**src/rtl/datamem_arbiter_if.sv**
```systemverilog
// Requester, response and memory-side signals of the datamem arbiter, one bundle.
// slave = arbiter side; master = requesters plus the datamem itself.
interface datamem_arbiter_if #(
    parameter int ADDR_W = 32,
    parameter int DATA_W = 32
);
    logic              req0;
    logic              req1;
    logic              gnt0;
    logic              gnt1;
    logic [ADDR_W-1:0] addr0;
    logic [ADDR_W-1:0] addr1;
    logic              we0;
    logic              we1;
    logic [2:0]        func3_0;
    logic [2:0]        func3_1;
    logic [DATA_W-1:0] wdata0;
    logic [DATA_W-1:0] wdata1;
    logic              rvalid0;
    logic              rvalid1;
    logic [DATA_W-1:0] rdata;
    logic              err;
    logic              busy;
    logic [ADDR_W-1:0] mem_address;
    logic              mem_write_en;
    logic [2:0]        mem_func3;
    logic [DATA_W-1:0] mem_data_in;
    logic [DATA_W-1:0] mem_data_out;

    modport slave (
        input  req0, req1, addr0, addr1, we0, we1, func3_0, func3_1, wdata0, wdata1,
        output gnt0, gnt1, rvalid0, rvalid1, rdata, err, busy,
        output mem_address, mem_write_en, mem_func3, mem_data_in,
        input  mem_data_out
    );

    modport master (
        output req0, req1, addr0, addr1, we0, we1, func3_0, func3_1, wdata0, wdata1,
        input  gnt0, gnt1, rvalid0, rvalid1, rdata, err, busy,
        input  mem_address, mem_write_en, mem_func3, mem_data_in,
        output mem_data_out
    );
endinterface

```
**src/rtl/datamem_arbiter.sv**
```systemverilog
// Two-port arbiter/sequencer for datamem; ARB_ROUND_ROBIN_EN selects round-robin, else port 0 fixed priority.
// Latency: accept N, memory access N+1, rvalid N+2. Backpressure: combinational gnt, requester holds req until granted.
module datamem_arbiter #(
    parameter int ADDR_W = 32,
    parameter int DATA_W = 32
) (
    input  logic              clk,
    input  logic              rst,
    datamem_arbiter_if.slave  bus
);

    typedef enum logic [1:0] {IDLE, ACCESS, RESP} state_t;

    state_t            state_q;
    logic [ADDR_W-1:0] addr_q;
    logic              we_q;
    logic [2:0]        func3_q;
    logic [DATA_W-1:0] wdata_q;
    logic              port_q;
    logic              err_q;
    logic              wen_q;
    logic              busy_q;
    logic              rvalid0_q;
    logic              rvalid1_q;
    logic              err_out_q;
    logic [DATA_W-1:0] rdata_q;
`ifdef ARB_ROUND_ROBIN_EN
    logic              last_q;
`endif

    logic              arb_en;
    logic              sel1;
    logic              accept;
    logic [ADDR_W-1:0] addr_d;
    logic              we_d;
    logic [2:0]        func3_d;
    logic [DATA_W-1:0] wdata_d;
    logic              illegal_d;

    function automatic logic legal(input logic we, input logic [2:0] f3, input logic [1:0] a);
        logic ok_code;
        logic ok_align;
        ok_code = we ? (f3 inside {3'b000, 3'b001, 3'b010})
                     : (f3 inside {3'b000, 3'b001, 3'b010, 3'b100, 3'b101});
        case (f3[1:0])
            2'b01:   ok_align = ~a[0];
            2'b10:   ok_align = (a == 2'b00);
            default: ok_align = 1'b1;
        endcase
        return ok_code & ok_align;
    endfunction

    always_comb begin
        arb_en = ~rst & ((state_q == IDLE) | (state_q == RESP));
`ifdef ARB_ROUND_ROBIN_EN
        // On contention the port that did not win last time goes next.
        sel1 = bus.req1 & (~bus.req0 | ~last_q);
`else
        sel1 = bus.req1 & ~bus.req0;
`endif
        bus.gnt1  = arb_en & sel1;
        bus.gnt0  = arb_en & bus.req0 & ~sel1;
        accept    = bus.gnt0 | bus.gnt1;
        addr_d    = sel1 ? bus.addr1   : bus.addr0;
        we_d      = sel1 ? bus.we1     : bus.we0;
        func3_d   = sel1 ? bus.func3_1 : bus.func3_0;
        wdata_d   = sel1 ? bus.wdata1  : bus.wdata0;
        illegal_d = ~legal(we_d, func3_d, addr_d[1:0]);
    end

    always_ff @(posedge clk or posedge rst) begin
        if (rst) begin
            state_q   <= IDLE;
            addr_q    <= '0;
            we_q      <= 1'b0;
            func3_q   <= 3'b000;
            wdata_q   <= '0;
            port_q    <= 1'b0;
            err_q     <= 1'b0;
            wen_q     <= 1'b0;
            busy_q    <= 1'b0;
            rvalid0_q <= 1'b0;
            rvalid1_q <= 1'b0;
            err_out_q <= 1'b0;
            rdata_q   <= '0;
`ifdef ARB_ROUND_ROBIN_EN
            last_q    <= 1'b1;
`endif
        end else begin
            rvalid0_q <= 1'b0;
            rvalid1_q <= 1'b0;
            err_out_q <= 1'b0;
            wen_q     <= 1'b0;
            if (accept) begin
                addr_q  <= addr_d;
                we_q    <= we_d;
                func3_q <= func3_d;
                wdata_q <= wdata_d;
                port_q  <= sel1;
                err_q   <= illegal_d;
`ifdef ARB_ROUND_ROBIN_EN
                last_q  <= sel1;
`endif
            end
            case (state_q)
                ACCESS: begin
                    state_q   <= RESP;
                    rdata_q   <= (~we_q & ~err_q) ? bus.mem_data_out : '0;
                    rvalid0_q <= ~port_q;
                    rvalid1_q <= port_q;
                    err_out_q <= err_q;
                end
                default: begin
                    // IDLE and RESP both arbitrate; RESP chains straight into the next access.
                    if (accept) begin
                        state_q <= ACCESS;
                        wen_q   <= we_d & ~illegal_d;
                        busy_q  <= 1'b1;
                    end else begin
                        state_q <= IDLE;
                        busy_q  <= 1'b0;
                    end
                end
            endcase
        end
    end

    assign bus.mem_address  = addr_q;
    assign bus.mem_write_en = wen_q;
    assign bus.mem_func3    = func3_q;
    assign bus.mem_data_in  = wdata_q;
    assign bus.rvalid0      = rvalid0_q;
    assign bus.rvalid1      = rvalid1_q;
    assign bus.rdata        = rdata_q;
    assign bus.err          = err_out_q;
    assign bus.busy         = busy_q;

endmodule

```
**src/flat_wrapper.sv**
```systemverilog
// flat-port wrapper written by rule: the top's interface ports become plain ports
module datamem_arbiter_flat 
#(
    parameter int ADDR_W = 32,
    parameter int DATA_W = 32
)
  (clk, rst, bus_req0, bus_req1, bus_addr0, bus_addr1, bus_we0, bus_we1, bus_func3_0, bus_func3_1, bus_wdata0, bus_wdata1, bus_gnt0, bus_gnt1, bus_rvalid0, bus_rvalid1, bus_rdata, bus_err, bus_busy, bus_mem_address, bus_mem_write_en, bus_mem_func3, bus_mem_data_in, bus_mem_data_out);
  datamem_arbiter_if #(.ADDR_W(ADDR_W), .DATA_W(DATA_W)) bus_i ();
  input  logic clk;
  input  logic rst;
  input wire logic [$bits(bus_i.req0)-1:0] bus_req0;
  input wire logic [$bits(bus_i.req1)-1:0] bus_req1;
  input wire logic [$bits(bus_i.addr0)-1:0] bus_addr0;
  input wire logic [$bits(bus_i.addr1)-1:0] bus_addr1;
  input wire logic [$bits(bus_i.we0)-1:0] bus_we0;
  input wire logic [$bits(bus_i.we1)-1:0] bus_we1;
  input wire logic [$bits(bus_i.func3_0)-1:0] bus_func3_0;
  input wire logic [$bits(bus_i.func3_1)-1:0] bus_func3_1;
  input wire logic [$bits(bus_i.wdata0)-1:0] bus_wdata0;
  input wire logic [$bits(bus_i.wdata1)-1:0] bus_wdata1;
  output wire logic [$bits(bus_i.gnt0)-1:0] bus_gnt0;
  output wire logic [$bits(bus_i.gnt1)-1:0] bus_gnt1;
  output wire logic [$bits(bus_i.rvalid0)-1:0] bus_rvalid0;
  output wire logic [$bits(bus_i.rvalid1)-1:0] bus_rvalid1;
  output wire logic [$bits(bus_i.rdata)-1:0] bus_rdata;
  output wire logic [$bits(bus_i.err)-1:0] bus_err;
  output wire logic [$bits(bus_i.busy)-1:0] bus_busy;
  output wire logic [$bits(bus_i.mem_address)-1:0] bus_mem_address;
  output wire logic [$bits(bus_i.mem_write_en)-1:0] bus_mem_write_en;
  output wire logic [$bits(bus_i.mem_func3)-1:0] bus_mem_func3;
  output wire logic [$bits(bus_i.mem_data_in)-1:0] bus_mem_data_in;
  input wire logic [$bits(bus_i.mem_data_out)-1:0] bus_mem_data_out;
  assign bus_i.req0 = bus_req0;
  assign bus_i.req1 = bus_req1;
  assign bus_i.addr0 = bus_addr0;
  assign bus_i.addr1 = bus_addr1;
  assign bus_i.we0 = bus_we0;
  assign bus_i.we1 = bus_we1;
  assign bus_i.func3_0 = bus_func3_0;
  assign bus_i.func3_1 = bus_func3_1;
  assign bus_i.wdata0 = bus_wdata0;
  assign bus_i.wdata1 = bus_wdata1;
  assign bus_gnt0 = bus_i.gnt0;
  assign bus_gnt1 = bus_i.gnt1;
  assign bus_rvalid0 = bus_i.rvalid0;
  assign bus_rvalid1 = bus_i.rvalid1;
  assign bus_rdata = bus_i.rdata;
  assign bus_err = bus_i.err;
  assign bus_busy = bus_i.busy;
  assign bus_mem_address = bus_i.mem_address;
  assign bus_mem_write_en = bus_i.mem_write_en;
  assign bus_mem_func3 = bus_i.mem_func3;
  assign bus_mem_data_in = bus_i.mem_data_in;
  assign bus_i.mem_data_out = bus_mem_data_out;
  datamem_arbiter #(.ADDR_W(ADDR_W), .DATA_W(DATA_W)) u_core (.clk(clk), .rst(rst), .bus(bus_i));
endmodule
```
**config.mk**
```make
export PLATFORM = sky130hd
export DESIGN_NAME = datamem_arbiter_flat
export DESIGN_NICKNAME = d
export VERILOG_FILES = /design/src/rtl/datamem_arbiter_if.sv /design/src/rtl/datamem_arbiter.sv /design/src/flat_wrapper.sv
export SDC_FILE = /design/constraint.sdc
export NUM_CORES = 1
export LEC_CHECK = 0
export ABC_CLOCK_PERIOD_IN_PS = 11000
export CAP_MARGIN = 0
export CELL_PAD_IN_SITES_DETAIL_PLACEMENT = 1
export CELL_PAD_IN_SITES_GLOBAL_PLACEMENT = 1
export CORE_AREA = 2 2 128 130
export DETAILED_ROUTE_END_ITERATION = 8
export DIE_AREA = 0 0 130 132
export PLACE_DENSITY = 0.83
export SYNTH_ARGS = -nofsm -noshare
export SYNTH_HDL_FRONTEND = slang
export SYNTH_SLANG_ARGS = --single-unit
```
**constraint.sdc**
```tcl
create_clock -name clk -period 11 [get_ports clk]
set_input_delay 2.2 -clock clk [delete_from_list [all_inputs] [get_ports clk]]
set_output_delay 2.2 -clock clk [all_outputs]
set_load 0.01 [all_outputs]
```
==> flow_summary.toml, run 1 <==
[synthesis]
syn-cell-area_um2 = 4660
synth.avg_cell_area_um2 = 11.3
synth_cell_types = 25
netlist_top_cells_area = "dfrtp_1 59%, mux2i_1 15%, o21ai_1 7.2%, a22o_1 6.0%, nand2_1 5.9%"
yosysSeqAreaShare_pct = 58.5
ys.flop_type = "dfrtp_1"
ys_async_sr_fraction_pct = 100
ys_ff_latch = 109
synth_edf_count = 0
synth_warnings = 0
synth_fp_nets = 587
synth.most_common_cell = "dfrtp_1"
ys_top_cells_by_count = "109 x dfrtp_1, 73 x nand2_1, 68 x mux2i_1"
synth_area_leader_cell = "dfrtp_1"
postSynthCellCount = 412
synth_top_area_share_pct = 58.5

[global_route]
grt_util_all_layers_pct = 18.4
antenna_found_initial = 0
grt_first_pass_wirelength_mm = 24.6
grt_overflow = 0
grt_pass1_vias = 4712
grt_max_degree = 84

[min_path]
hold_path.startpoint = "u_core.port_q$_DFFE_PP0N_"
min_to = "u_core.bus.rvalid0$_DFF_PP0_"
hold_class = "flop to flop"
hold_depth = 1

[route]
drcViolationCount = 0
drt-vias-per-instance = 4.64
post_drt_wl_per_cell_um = 17.4
drt-initial-drc-count = 87
antenna_left = 0
dr.pass1.iters = 4
routed_wl_mm = 15.6
vias = 4156

[clock_tree]
cts-root-buf = "clkbuf_16"
post_cts_resized = 0
holdBufCountCts = 0
cts_tree = "done"
numCtsBuffers = 9
clk_pin_slew_worst_paths_ps = 70
clock_sink_count = 109
htreeDepth = 3
clk_latency_ps = 340
cts_max_path_buffers = 2
cts_setup_buffers = 0

[worst_setup_path]
slowest_stage = "clkdlybuf4s50_1"
cp-end-kind = "output port"
path_delay_family = "buffers and inverters"
path_buf_inv = 2
cp.arrival_ps = 4070
crit_type = "input pin to output port"
r2r-start = "u_core.state_q[0]$_DFF_PP0_"
critPathLaunchType = "input pin"
slowest_delay_ps = 590
r2r_setup_slack_ps = 8720
cpMostUsedCell = "clkdlybuf4s50_1"
crit_chain = "clkdlybuf4s50_1, nand2b_4, nor3_1, clkdlybuf4s50_1"
path_max_fanout = 28
required_ps = 8800
reg2reg_depth = 6
r2r_end = "u_core.err_q$_DFFE_PP0N_"

[run]
maxCapViolations = 0

[placement]
dp.cells = 880
routabilityCongestion = 0.726
io_buffers = 277
dpl.hpwl_mm = 12.4
dpl-instance-area_um2 = 7630

[sta]
slew_headroom_pct = 19.8
tightestPinTransition_ps = 1200
post-route-period-util_pct = 57.0
maxClockFrequency_mhz = 159
rsz0062_at_grt = "false"
finClkSkew_ps = 5.80
setup_viol = 0
maxSlewViolCount = 0
fin_crit_ps = 6270
fin_tns_setup_ps = 0
final-hold-violation-count = 0

[pwr]
p_seq_share_pct = 42.6
power_density_nw_per_um2 = 146
pwr-share-comb_pct = 28.7
clockPowerShare_pct = 28.7
p_leak_uw = 0.00367
peakVddDrop_mv = 0.0721
p_int_uw = 841
switching_power_uw = 321
sw_frac_of_total_pct = 27.6

[final_layout]
final_core_util_pct = 50.5
antennaDiodeCount = 0
layout.cells.non_filler = 896
syn_to_final_growth_pct = 70.3
final_nets = 850
fin_area_um2 = 7940
drive_above_1_share_pct = 3.97

[floorplanning]
die-area_um2 = 17200
start_util_pct = 29.7
boundaryPins = 278
num_rows = 46
die_h_um = 132
core-area_um2 = 15700
dieWidth_um = 130

[outcome]
status = "finished clean"
==> state kept, by name, summed over array words and instances, names as in the netlist <==
signal	cells
u_core.bus.err	1
u_core.bus.rvalid1	1
u_core.bus.mem_func3	3
u_core.bus.mem_write_en	1
u_core.err_q	1
u_core.we_q	1
u_core.bus.rdata	32
u_core.bus.mem_data_in	32
u_core.bus.rvalid0	1
u_core.port_q	1
u_core.bus.busy	1
u_core.state_q	2
u_core.bus.mem_address	32
==> cell usage in the layout, fill, tap and decap left out <==
cell | Yosys | routed
clkinvlp_4 | 0 | 2
a21oi_1 | 1 | 1
buf_4 | 2 | 5
inv_8 | 0 | 1
a311oi_1 | 1 | 1
bufinv_16 | 0 | 1
mux2_4 | 1 | 1
nor3_2 | 0 | 1
a2111oi_0 | 1 | 1
inv_6 | 0 | 1
o21ai_4 | 0 | 1
inv_1 | 7 | 6
dfrtp_1 | 109 | 109
clkbuf_8 | 0 | 1
a21o_1 | 1 | 1
a22o_1 | 32 | 32
nor3_1 | 2 | 1
clkdlybuf4s50_1 | 0 | 277
inv_4 | 0 | 1
a2111oi_2 | 1 | 1
mux2i_1 | 68 | 68
nor4bb_1 | 2 | 2
ha_1 | 3 | 3
clkinv_2 | 0 | 1
nor2b_1 | 1 | 1
clkbuf_16 | 0 | 9
and2_1 | 3 | 3
nor2_1 | 5 | 5
o21ai_1 | 67 | 66
o21bai_1 | 1 | 1
nand2b_1 | 3 | 2
nand2_1 | 73 | 73
nand2b_4 | 0 | 1
==> through the flow <==
stage / total power (uW) / setup slack, ps / hold WS [ps]
6_report: 1160 / 4730 / 427
4_1_cts: 1180 / 4690 / 429
5_1_grt: 1230 / 4590 / 446
3_5_place_dp: 842 / 4680 / 423
3_3_place_gp: 827 / 4710 / 421
2_1_floorplan: 620 / 5840 / 403
==> logic make-up after synthesis <==
kind of cell / after synthesis / synth area share, %
DFF: 109 / 58.5
adders and majority gates: 3 / 0.805
muxes: 69 / 14.9
AOI/OAI and AO/OA: 105 / 14.3
buffers and inverters: 37 / 3.57
and+or+nand+nor: 89 / 7.86
==> layer usage <==
layer  GRT usage, %  share of wire, %
met5              0                 0
met4           2.51              0.54
met3           8.04               9.4
met2           34.9                55
met1           18.8                35
==> power by group through the flow <==
stage                     sequential (uW)  clock (uW)  combinational [uW]
after global routing                  503         363                 361
after detailed placement              504           0                 338
after floorplan                       527           0                93.1
final                                 495         334                 333
after global placement                498           0                 329
after CTS                             496         348                 340
==> worst max-delay path by stage <==
stage / from / to / depth (start not counted)
after global routing: bus_req0 / bus_gnt1 / 4
after detailed placement: bus_req0 / bus_gnt1 / 4
after global placement: bus_req0 / bus_gnt1 / 4
after floorplan: bus_req0 / bus_gnt1 / 4
final: bus_req0 / bus_gnt1 / 4
after CTS: bus_req0 / bus_gnt1 / 4
==> area by class of cell <==
class	instances	area [um2]
fill	1687	7770
timing repair buffer	282	2810
sequential	109	2730
multi-input combinational	266	1790
tap	216	270
clock buffer	10	239
clock inverter	6	70.1
inverter	7	28.8
Power figures use the tool's default switching activity.
==> run 2, diff against run 1 <==
--- a/config.mk
+++ b/config.mk
@@ -5,14 +5,14 @@
 export SDC_FILE = /design/constraint.sdc
 export NUM_CORES = 1
 export LEC_CHECK = 0
-export ABC_CLOCK_PERIOD_IN_PS = 11000
+export ABC_CLOCK_PERIOD_IN_PS = 6450
 export CAP_MARGIN = 0
 export CELL_PAD_IN_SITES_DETAIL_PLACEMENT = 1
 export CELL_PAD_IN_SITES_GLOBAL_PLACEMENT = 1
-export CORE_AREA = 2 2 128 130
+export CORE_AREA = 2 2 135 137
 export DETAILED_ROUTE_END_ITERATION = 8
-export DIE_AREA = 0 0 130 132
-export PLACE_DENSITY = 0.83
+export DIE_AREA = 0 0 137 139
+export PLACE_DENSITY = 0.75
 export SYNTH_ARGS = -nofsm -noshare
 export SYNTH_HDL_FRONTEND = slang
 export SYNTH_SLANG_ARGS = --single-unit
==> constraint.sdc (replaced) <==
create_clock -name clk -period 6.45 [get_ports clk]
set_input_delay 1.29 -clock clk [delete_from_list [all_inputs] [get_ports clk]]
set_output_delay 1.29 -clock clk [all_outputs]
set_load 0.01 [all_outputs]
==> flow_summary.toml, run 2 (synthesized netlist as in run 1, its figures left out) <==
[final_layout]
final_common_cell = "clkdlybuf4s50_1"
final_nets = 850
syn_to_final_growth_pct = 70.4
layout_common_cells = "277 x clkdlybuf4s50_1, 109 x dfrtp_1, 73 x nand2_1"
drive_above_1_share_pct = 3.82
antennaDiodeCount = 0
fill_cells = 1897

[global_route]
gr-usage-met3_pct = 6.76
grt_util_all_layers_pct = 16.7
met2_usage_pct = 28.4
grt_overflow = 0
grt_max_degree = 84
antenna_found_initial = 0
use_met1_pct = 19.0
grt_pass1_vias = 4599
grt-busiest-layer = "met2"
grt_first_pass_wirelength_mm = 24.5

[worst_setup_path]
r2r_setup_slack_ps = 4240
required_ps = 6690
cp.arrival_ps = 4890
critPathLaunchType = "input pin"
r2r-start = "u_core.state_q[0]$_DFF_PP0_"
cp-end-kind = "flop"
path_max_fanout = 42
crit_type = "input pin to flop"
reg2reg_depth = 5
r2r_end = "u_core.bus.mem_write_en$_DFF_PP0_"

[sta]
maxClockFrequency_mhz = 215
fin_crit_ps = 4650
maxSlewViolCount = 0
setup_viol = 0
fin_hold_ws_ps = 430
fin_tns_setup_ps = 0
post-route-period-util_pct = 72.1
final-hold-violation-count = 0
slew_headroom_pct = 15.2
rsz0062_at_grt = "false"
tightestPinTransition_ps = 1270
finClkSkew_ps = 8.94

[min_path]
hold_depth = 1
hold_class = "flop to flop"
min_to = "u_core.bus.rvalid0$_DFF_PP0_"
hold_path.startpoint = "u_core.port_q$_DFFE_PP0N_"

[floorplanning]
die_h_um = 139
core-area_um2 = 17700
start_util_pct = 26.4
die-area_um2 = 19000
num_rows = 49
boundaryPins = 278
dieWidth_um = 137

[route]
dr.pass1.iters = 4
routed_wl_mm = 15.7
vias = 4142
drt-vias-per-instance = 4.56
drcViolationCount = 0
drt-initial-drc-count = 111
post_drt_wl_per_cell_um = 17.2
antenna_left = 0

[placement]
io_buffers = 277
routabilityCongestion = 0.737
dpl.hpwl_mm = 12.2

[clock_tree]
holdBufCountCts = 0
htreeDepth = 3
cts_max_path_buffers = 2
cts_setup_buffers = 0
clk_latency_ps = 340
cts_tree = "done"
numCtsBuffers = 9
clock_sink_count = 109
cts-root-buf = "clkbuf_16"
post_cts_resized = 0
clk_pin_slew_worst_paths_ps = 70

[outcome]
status = "finished clean"

[pwr]
peakVddDrop_mv = 0.114
power_density_nw_per_um2 = 249
p_leak_uw = 0.00367

[run]
maxCapViolations = 0
[run 2: final cells by class]
| class | count | area (um2) | share of cell area [%] |
|---|---|---|---|
| repair buffers | 282 | 2810 | 35.4 |
| inverters | 7 | 28.8 | 0.362 |
| well taps | 229 | 287 | 3.61 |
| flip-flops and latches | 109 | 2730 | 34.3 |
| clock buffers | 10 | 229 | 2.88 |
| clock inverters | 6 | 68.8 | 0.866 |
| multi-input cells | 266 | 1790 | 22.6 |
[run 2: power breakdown]
part | leakage (uW) | switching, uW | internal [uW]
logic | 0.00213 | 235 | 333
clock network | 0.000143 | 258 | 305
registers | 0.00139 | 57.1 | 786
total | 0.00367 | 550 | 1420
[run 2: worst max-delay path by stage]
stage / start / endpoint / slack, ps / cells after the start
after global placement: bus_req0 / u_core.bus.mem_write_en$_DFF_PP0_ / 1700 / 10
after floorplan: rst / u_core.bus.busy$_DFFE_PP0N_ / 2290 / 1
after global routing: bus_req0 / u_core.bus.mem_write_en$_DFF_PP0_ / 1510 / 10
final: bus_req0 / u_core.bus.mem_write_en$_DFF_PP0_ / 1800 / 10
after detailed placement: bus_req0 / u_core.bus.mem_write_en$_DFF_PP0_ / 1450 / 10
after CTS: bus_req0 / u_core.bus.mem_write_en$_DFF_PP0_ / 1830 / 10
[run 2: layer usage]
layer,vias up,share of wire (%)
met5,-,0
met4,0,1.8
met3,19,8.8
met2,174,51
met1,1986,39
li1,1963,-
[run 2: worst max-delay path, stage by stage]
cell             delay [ps]
clkdlybuf4s50_1         620
nand2b_4                520
buf_4                   650
mux2i_1                 460
inv_1                    90
ha_1                    240
nor4bb_1                150
a2111oi_0               550
a2111oi_2                80
and2_1                  190
[run 2: per-stage QoR]
step	cells	total power (uW)	instance area (um2)	setup slack, ps	util, %
after global routing	909	2090	7940	1510	45.0
final	909	1970	7940	1800	45.0
after global placement	893	1410	7640	1700	43.3
after CTS	909	2010	7940	1830	45.0
after detailed placement	893	1430	7640	1450	43.3
after floorplan	412	1060	4660	2290	-
==> run 3, diff against run 2 <==
--- a/config.mk
+++ b/config.mk
@@ -5,7 +5,7 @@
 export SDC_FILE = /design/constraint.sdc
 export NUM_CORES = 1
 export LEC_CHECK = 0
-export ABC_CLOCK_PERIOD_IN_PS = 6450
+export ABC_CLOCK_PERIOD_IN_PS = 4400
 export CAP_MARGIN = 0
 export CELL_PAD_IN_SITES_DETAIL_PLACEMENT = 1
 export CELL_PAD_IN_SITES_GLOBAL_PLACEMENT = 1
==> constraint.sdc (replaced) <==
create_clock -name clk -period 4.4 [get_ports clk]
set_input_delay 0.88 -clock clk [delete_from_list [all_inputs] [get_ports clk]]
set_output_delay 0.88 -clock clk [all_outputs]
set_load 0.01 [all_outputs]
==> flow_summary.toml, run 3 (synthesized netlist as in run 1, its figures left out) <==
[route]
drt-initial-drc-count = 95
drcViolationCount = 0
dr.pass1.iters = 4
post_drt_wl_per_cell_um = 16.8
antenna_left = 0
vias = 4101
drt-vias-per-instance = 4.49
routed_wl_mm = 15.3

[sta]
fin_tns_setup_ps = 0
slew_headroom_pct = 51.1
maxSlewViolCount = 0
fin_crit_ps = 3540
layout_setup_ws_ps = 862
maxClockFrequency_mhz = 283
finClkSkew_ps = 4.69
setup_viol = 0
final-hold-violation-count = 0
post-route-period-util_pct = 80.4
rsz0062_at_grt = "false"
tightestPinTransition_ps = 731

[clock_tree]
clock_sink_count = 109
clk_pin_slew_worst_paths_ps = 70
clk_latency_ps = 340
holdBufCountCts = 0
cts-root-buf = "clkbuf_16"
cts_setup_buffers = 0
cts_tree = "done"
htreeDepth = 3
cts_max_path_buffers = 2
post_cts_resized = 0
numCtsBuffers = 9

[worst_setup_path]
crit_chain = "clkdlybuf4s50_1, nand2b_4, nor3_1, clkdlybuf4s50_1"
cpMostUsedCell = "clkdlybuf4s50_1"
slowest_stage = "clkdlybuf4s50_1"
crit_end = "bus_gnt1"
r2r_setup_slack_ps = 2890
crit_type = "input pin to output port"
slowest_delay_ps = 660
cp-end-kind = "output port"
path_max_fanout = 15
cp.arrival_ps = 2660
required_ps = 3520
critPathLaunchType = "input pin"
r2r-start = "u_core.state_q[0]$_DFF_PP0_"
cp-startpoint = "bus_req1"
reg2reg_depth = 5
r2r_end = "u_core.bus.rdata[14]$_DFFE_PP0P_"

[final_layout]
final_common_cell = "clkdlybuf4s50_1"
final_nets = 854
syn_to_final_growth_pct = 72.0
layout_common_cells = "277 x clkdlybuf4s50_1, 109 x dfrtp_1, 73 x nand2_1"
drive_above_1_share_pct = 4.53
antennaDiodeCount = 0

[floorplanning]
num_rows = 49
die_h_um = 139
core-area_um2 = 17700
dieWidth_um = 137
boundaryPins = 278
start_util_pct = 26.4
die-area_um2 = 19000

[outcome]
status = "finished clean"

[placement]
dpl.hpwl_mm = 12.1
routabilityCongestion = 0.735
dp_slack_ps = 779
io_buffers = 277

[global_route]
grt_pass1_vias = 4530
grt_util_all_layers_pct = 16.3
grt_max_degree = 63
antenna_found_initial = 0
grt_first_pass_wirelength_mm = 24.1
grt_overflow = 0

[run]
maxCapViolations = 0

[min_path]
hold_class = "flop to flop"
hold_depth = 1

[pwr]
power_density_nw_per_um2 = 367
peakVddDrop_mv = 0.166
total_power_uw = 2940
p_leak_uw = 0.00371
==> run 3: changes by cell type in the layout (fill, tap and decap cells not counted) <==
cell      before  now
buf_12         0    1
clkbuf_8       0    5
buf_4          5    8
clkinv_2       1    0
clkbuf_1       1    0
inv_6          2    0
clkinv_4       1    0
==> run 3: metrics by stage <==
step | cell area, um2 | hold slack (ps) | instances | utilization [%]
after global routing | 8020 | 462 | 913 | 45.4
after detailed placement | 7690 | 425 | 897 | 43.5
after CTS | 8020 | 437 | 913 | 45.4
final | 8020 | 433 | 913 | 45.4
after global placement | 7690 | 412 | 897 | 43.5
after floorplan | 4660 | 403 | 412 | -
==> run 3: per-layer routing <==
metal / part of all wire [%] / track usage (%) / wire length, um / vias to the layer above
met5: 0 / 0 / 0 / -
met4: 2.0 / 5.86 / 305 / 0
met3: 8.6 / 5.41 / 1310 / 18
met2: 50 / 27.5 / 7600 / 169
met1: 40 / 19.2 / 6100 / 1949
li1: - / - / - / 1965
==> run 3: cell type report <==
| type | instances | area (um2) |
|---|---|---|
| Multi-Input combinational cell | 266 | 1790 |
| Sequential cell | 109 | 2730 |
| Tap cell | 229 | 287 |
| Fill cell | 1922 | 9640 |
| Clock buffer | 14 | 294 |
| Clock inverter | 2 | 37.5 |
| Timing Repair Buffer | 286 | 2850 |
| Inverter | 7 | 28.8 |
==> run 3: worst min path at each step <==
stage	startpoint	to	slack [ps]
detailed placement	u_core.port_q$_DFFE_PP0N_	u_core.bus.rvalid0$_DFF_PP0_	430
finish	u_core.port_q$_DFFE_PP0N_	u_core.bus.rvalid0$_DFF_PP0_	430
global route	u_core.port_q$_DFFE_PP0N_	u_core.bus.rvalid0$_DFF_PP0_	460
CTS	u_core.port_q$_DFFE_PP0N_	u_core.bus.rvalid0$_DFF_PP0_	440
global placement	u_core.port_q$_DFFE_PP0N_	u_core.bus.rvalid0$_DFF_PP0_	410
floorplan	u_core.port_q$_DFFE_PP0N_	u_core.bus.rvalid0$_DFF_PP0_	400
==> run 3: report_power, final <==
| group | switching, uW | internal, uW |
|---|---|---|
| sequential | 86.5 | 1150 |
| combinational | 341 | 493 |
| clock | 349 | 519 |
| total | 777 | 2160 |
==> run 3: critical path: cells and delay by family <==
kind	cells	cell delay, ps
AND/OR/NAND/NOR	2	490
buffers and inverters	2	1280
